`src/rtl/param_stream_pkg.sv`:
```
// param_stream_pkg: shared state type, frame counter width and depth helper for param_stream_sink
package param_stream_pkg;
  typedef enum logic {FILL, FULL} sink_state_t;
  localparam int FRAME_COUNT_WIDTH = 16;
  function automatic int depth_of(input int dims, input int pars);
    return dims / pars;
  endfunction
endpackage

```
`src/rtl/param_stream_sink_ram.sv`:
```
// param_stream_sink_ram: simple dual-port read-first RAM with a two-stage registered read
// ports: clk, rst (clears read pipeline only), we/wr_addr/wr_data write port,
//        rd_addr read address, rd_data word read two cycles after rd_addr is sampled
module param_stream_sink_ram
  import param_stream_pkg::*;
#(
  parameter int DWIDTH = 64,
  parameter int MEM_SIZE = 8,
  parameter int AWIDTH = $clog2(MEM_SIZE + 1)
) (
  input  logic              clk,
  input  logic              rst,
  input  logic              we,
  input  logic [AWIDTH-1:0] wr_addr,
  input  logic [DWIDTH-1:0] wr_data,
  input  logic [AWIDTH-1:0] rd_addr,
  output logic [DWIDTH-1:0] rd_data
);
  localparam int IW = MEM_SIZE > 1 ? $clog2(MEM_SIZE) : 1;
  logic [DWIDTH-1:0] mem [MEM_SIZE];
  logic [DWIDTH-1:0] q0;
  // Range guards keep out-of-range addresses from touching storage.
  always_ff @(posedge clk) begin
    if (we && wr_addr < AWIDTH'(MEM_SIZE)) mem[wr_addr[IW-1:0]] <= wr_data;
  end
  // Reading the array with non-blocking semantics gives old contents on a same-cycle write.
  always_ff @(posedge clk) begin
    if (rst) begin
      q0 <= '0;
      rd_data <= '0;
    end else begin
      q0 <= rd_addr < AWIDTH'(MEM_SIZE) ? mem[rd_addr[IW-1:0]] : '0;
      rd_data <= q0;
    end
  end
endmodule

```
`src/rtl/param_stream_sink.sv`:
```
// param_stream_sink: captures a valid/ready stream of parallel elements into RAM, one frame at a time
// ports: clk, rst; data_in/data_in_valid/data_in_ready input stream; clear restarts the fill;
//        fill_level, frame_done, frame_count status; rd_addr/rd_en -> rd_data/rd_valid latency-2 read
module param_stream_sink
  import param_stream_pkg::*;
#(
  parameter int DATA_TENSOR_SIZE_DIM_0 = 32,
  parameter int DATA_TENSOR_SIZE_DIM_1 = 1,
  parameter int DATA_PRECISION_0 = 16,
  parameter int DATA_PARALLELISM_DIM_0 = 4,
  parameter int DATA_PARALLELISM_DIM_1 = 1,
  parameter int STOP_ON_FULL = 1,
  parameter int IN_DEPTH = depth_of(DATA_TENSOR_SIZE_DIM_0 * DATA_TENSOR_SIZE_DIM_1,
                                    DATA_PARALLELISM_DIM_0 * DATA_PARALLELISM_DIM_1),
  parameter int ADDR_WIDTH = $clog2(IN_DEPTH + 1)
) (
  input  logic                                            clk,
  input  logic                                            rst,
  input  logic [DATA_PRECISION_0-1:0]                     data_in [DATA_PARALLELISM_DIM_0*DATA_PARALLELISM_DIM_1],
  input  logic                                            data_in_valid,
  output logic                                            data_in_ready,
  input  logic                                            clear,
  output logic [ADDR_WIDTH-1:0]                           fill_level,
  output logic                                            frame_done,
  output logic [FRAME_COUNT_WIDTH-1:0]                    frame_count,
  input  logic [ADDR_WIDTH-1:0]                           rd_addr,
  input  logic                                            rd_en,
  output logic [DATA_PRECISION_0*DATA_PARALLELISM_DIM_0*DATA_PARALLELISM_DIM_1-1:0] rd_data,
  output logic                                            rd_valid
);
  localparam int NE = DATA_PARALLELISM_DIM_0 * DATA_PARALLELISM_DIM_1;
  localparam int W = DATA_PRECISION_0 * NE;
  sink_state_t state;
  logic [ADDR_WIDTH-1:0] wr_ptr;
  logic [W-1:0] word;
  logic [1:0] rd_pipe;
  logic xfer, last;
  always_comb begin
    word = '0;
    for (int j = 0; j < NE; j++) word[DATA_PRECISION_0*j +: DATA_PRECISION_0] = data_in[j];
  end
  // clear gates ready combinationally so a coincident beat is never written.
  assign data_in_ready = !rst && state == FILL && !clear;
  assign xfer = data_in_valid && data_in_ready;
  assign last = wr_ptr == ADDR_WIDTH'(IN_DEPTH - 1);
  assign fill_level = wr_ptr;
  assign rd_valid = rd_pipe[1];
  always_ff @(posedge clk) begin
    if (rst) begin
      state <= FILL;
      wr_ptr <= '0;
      frame_done <= 1'b0;
      frame_count <= '0;
      rd_pipe <= '0;
    end else begin
      rd_pipe <= {rd_pipe[0], rd_en};
      frame_done <= xfer && last;
      if (clear) begin
        state <= FILL;
        wr_ptr <= '0;
      end else if (xfer) begin
        wr_ptr <= last ? '0 : wr_ptr + 1'b1;
        if (last) frame_count <= frame_count + 1'b1;
        if (last && STOP_ON_FULL != 0) state <= FULL;
      end
    end
  end
  param_stream_sink_ram #(.DWIDTH(W), .MEM_SIZE(IN_DEPTH), .AWIDTH(ADDR_WIDTH)) u_ram (
    .clk(clk),
    .rst(rst),
    .we(xfer),
    .wr_addr(wr_ptr),
    .wr_data(word),
    .rd_addr(rd_addr),
    .rd_data(rd_data)
  );
endmodule

```
`config.mk`:
```
export PLATFORM = sky130hd
export DESIGN_NAME = param_stream_sink
export DESIGN_NICKNAME = d
export VERILOG_FILES = /design/src/rtl/param_stream_pkg.sv /design/src/rtl/param_stream_sink_ram.sv /design/src/rtl/param_stream_sink.sv
export SDC_FILE = /design/constraint.sdc
export NUM_CORES = 1
export LEC_CHECK = 0
export BUFFER_PORTS_ARGS = -buffer_cell sky130_fd_sc_hd__buf_2
export CAP_MARGIN = 40
export CORE_MARGIN = 2
export CORE_UTILIZATION = 40
export CTS_CLUSTER_DIAMETER = 80
export DETAILED_ROUTE_END_ITERATION = 16
export GPL_ROUTABILITY_DRIVEN = 0
export PLACE_DENSITY = 0.57
export SYNTH_ARGS = -nofsm -noshare
export SYNTH_HDL_FRONTEND = slang
export SYNTH_SLANG_ARGS = --single-unit
```
`constraint.sdc`:
```
create_clock -name clk -period 7.9 [get_ports clk]
set_clock_uncertainty 0.2 [all_clocks]
set_input_delay 0.395 -clock clk [delete_from_list [all_inputs] [get_ports clk]]
set_output_delay 0.395 -clock clk [all_outputs]
set_load 0.03 [all_outputs]
```
==> out/metrics.cfg <==
[clocking]
clk_latency_ns = 0.59
cts_htree_levels = 3
cts_tree = built
cts-root-buf = clkbuf_16
clock_path_buffers = 3
clk_pin_slew_ns = 0.06
ctsResizeCount = 0
cts_sinks = 664
cts_buffers = 68

[detailed_routing]
dr.pass1.iters = 5
vias_per_cell = 4.98
ant_nets = 0
via_count = 11121
drt_iter0_drc = 652
routed_wl_um = 46300
post_drt_wl_per_cell_um = 20.7
drc_errors = 0

[outcome]
outcome = finished, final reports clean

[yosys]
synthXorXnorAreaFrac_pct = 0.262
syn_inst = 1147
synth_compound_area_share_pct = 0.449
yosys_warnings = 0
synth_top_family_by_area = multiplexers
ys_seq_area_share_pct = 78.6
yosys.area_share.simple_pct = 4.39
postSynthAreaPerCell_um2 = 20.4
synth_seq_cells = 664
syn-num-nets = 1222
synth.distinct_cells = 33
synthMuxAreaShare_pct = 15.2
synthAdderAreaFrac_pct = 0.107
synth_area_um2 = 23400

[worst_setup_path]
required_ns = 7.91
critPathCaptureType = register
critPathMaxFanout = 46
worstSetupPathType = in2reg
arrival_ns = 3.66
crit_path_start_kind = primary input

[sta]
drv_slew = 0
hold_violations = 0
worstMarginPinSlew_ns = 0.774
slew_headroom_pct = 48.4
rsz0062_at_grt = false
min_period_ns = 3.65
fin_crit_sh_pct = 46.2
timing.final.ws_setup_ns = 4.25
tns_ns = 0
fin_hold_ws_ns = 0.124
fmax_mhz = 274
setup_viol = 0

[cells_and_area]
areaGrowthSynthToFinish_pct = 20.6
utilization_pct = 48.9
fillCellCount = 4822
drive_above_1_share_pct = 28.6
seq_area_um2 = 18400
fin_area_um2 = 28200
n_antenna_cell = 0
multi_input_area_um2 = 4830
nNetsFinal = 1487
stdcell_count = 2231

[power]
power.leakage_nw = 9.75
total_power_mw = 7.20
peakVddDrop_mv = 0.125
powerDensity_nw_per_um2 = 255

[global_route]
grt_pass1_wl_um = 70900
grt_pass1_vias = 11834
antenna_found_initial = 4
grt_overflow = 0
grt_max_degree = 66
track_usage_pct = 15.6

[job]
drv_cap = 0

[place]
placedInstanceArea_um2 = 25400
place_ws_ns = 4.15
dp_hpwl_um = 26400
port_buffers = 159
dp_cells = 2040

[die]
fp.dieW_um = 246
die_y_um = 246
ios = 160
start_util_pct = 40.5
fp.coreArea_um2 = 57800
rows = 88
die-area_um2 = 60500

[hold_path]
min_path_type = in2reg

state kept, by name, indices dropped and copies added, names as in the netlist:
signal,flops
frame_done,1
rd_pipe,2
fill_level,4
frame_count,16
u_ram.rd_data,64
u_ram.q0,64
u_ram.mem,512
state,1
layer usage:
metal,global-route usage [%],wire (µm),up-vias
li1,-,-,5036
met5,0,46,-
met1,21.0,20700,5810
met3,2.94,1820,71
met4,5.19,918,8
met2,25.6,22800,196
placed cells by master, fill, tap and decap left out, types with 7 or more instances in the layout:
master | Yosys | routed
nor2_1 | 84 | 78
nand2_1 | 11 | 11
clkinv_2 | 0 | 8
clkbuf_16 | 0 | 73
dlygate4sd3_1 | 0 | 67
edfxtp_1 | 512 | 512
nor2b_1 | 69 | 69
buf_4 | 0 | 17
buf_2 | 2 | 155
clkbuf_8 | 0 | 12
mux4_2 | 128 | 128
clkbuf_1 | 32 | 26
or3_1 | 8 | 8
a21oi_1 | 9 | 9
buf_16 | 0 | 8
mux2i_1 | 65 | 65
dfxtp_1 | 152 | 152
o21ai_0 | 7 | 7
report_power, final:
group | total [mW] | internal, mW | switching [mW]
Combinational | 0.308 | 0.137 | 0.171
Clock | 3.09 | 1.84 | 1.25
Sequential | 3.81 | 3.80 | 0.0108
Total | 7.20 | 5.77 | 1.43
path summary, 6_finish.rpt:
kind	start	slack (ns)	end	cells past startpoint
max	rst	4.25	u_ram.mem[6][19]	6
min	data_in_valid	0.12	fill_level[0]	4
max reg2reg	state	4.55	u_ram.mem[6][19]	4
min reg2reg	u_ram.q0[23]	0.23	u_ram.rd_data[23]	1
critical path, stage by stage:
cell,delay (ns)
dlygate4sd3_1,0.54
buf_4,0.24
or4b_4,0.64
or3_1,0.50
nor2_4,0.55
buf_4,0.71
cell families (layout without fill, tap and decap cells):
family / Yosys count / in the layout
adders and majority gates: 2 / 2
and+or+nand+nor: 201 / 201
xor gates and xnor gates: 7 / 7
buffers and inverters: 59 / 378
DFF: 664 / 664
AOI/OAI and AO/OA: 19 / 19
muxes: 195 / 195
layout make-up:
class	instances	share of cell area, %
inverters	4	0.0532
clock inverters	13	0.319
multi-input cells	424	17.1
clock buffers	111	7.40
flip-flops and latches	664	65.2
repair buffers	250	6.52
well taps	765	3.39
synth_stat cells:
cell type | count | share of area, %
a21oi_1 | 9 | 0.19
buf_6 | 1 | 0.048
dfxtp_1 | 152 | 13
nand2b_1 | 2 | 0.053
mux2i_1 | 65 | 2.8
o21ai_0 | 7 | 0.15
nand3_1 | 6 | 0.13
and4_1 | 1 | 0.037
nor2b_1 | 69 | 1.8
nand3b_1 | 2 | 0.064
nor2_1 | 84 | 1.3
xnor2_1 | 6 | 0.22
ha_1 | 2 | 0.11
o31ai_1 | 2 | 0.064
or4b_4 | 1 | 0.059
mux4_2 | 128 | 12
a311o_1 | 1 | 0.043
nor3_1 | 5 | 0.11
clkbuf_1 | 32 | 0.51
buf_2 | 2 | 0.043
xor2_1 | 1 | 0.037
inv_1 | 4 | 0.064
mux2_1 | 1 | 0.048
nand4_1 | 3 | 0.080
nor4_1 | 3 | 0.080
edfxtp_1 | 512 | 66
or4_4 | 1 | 0.048
or3_1 | 8 | 0.21
or4_1 | 3 | 0.096
buf_1 | 20 | 0.32
mux2_2 | 1 | 0.048
nand2_1 | 11 | 0.18
or2_2 | 2 | 0.053
timing repair:
action                                 4_1_cts  5_1_grt
endpoints found under the hold margin      536        0
hold buffers                                67        0
setup buffers                                0        0
Note: power is estimated with default switching activity, not from simulation.
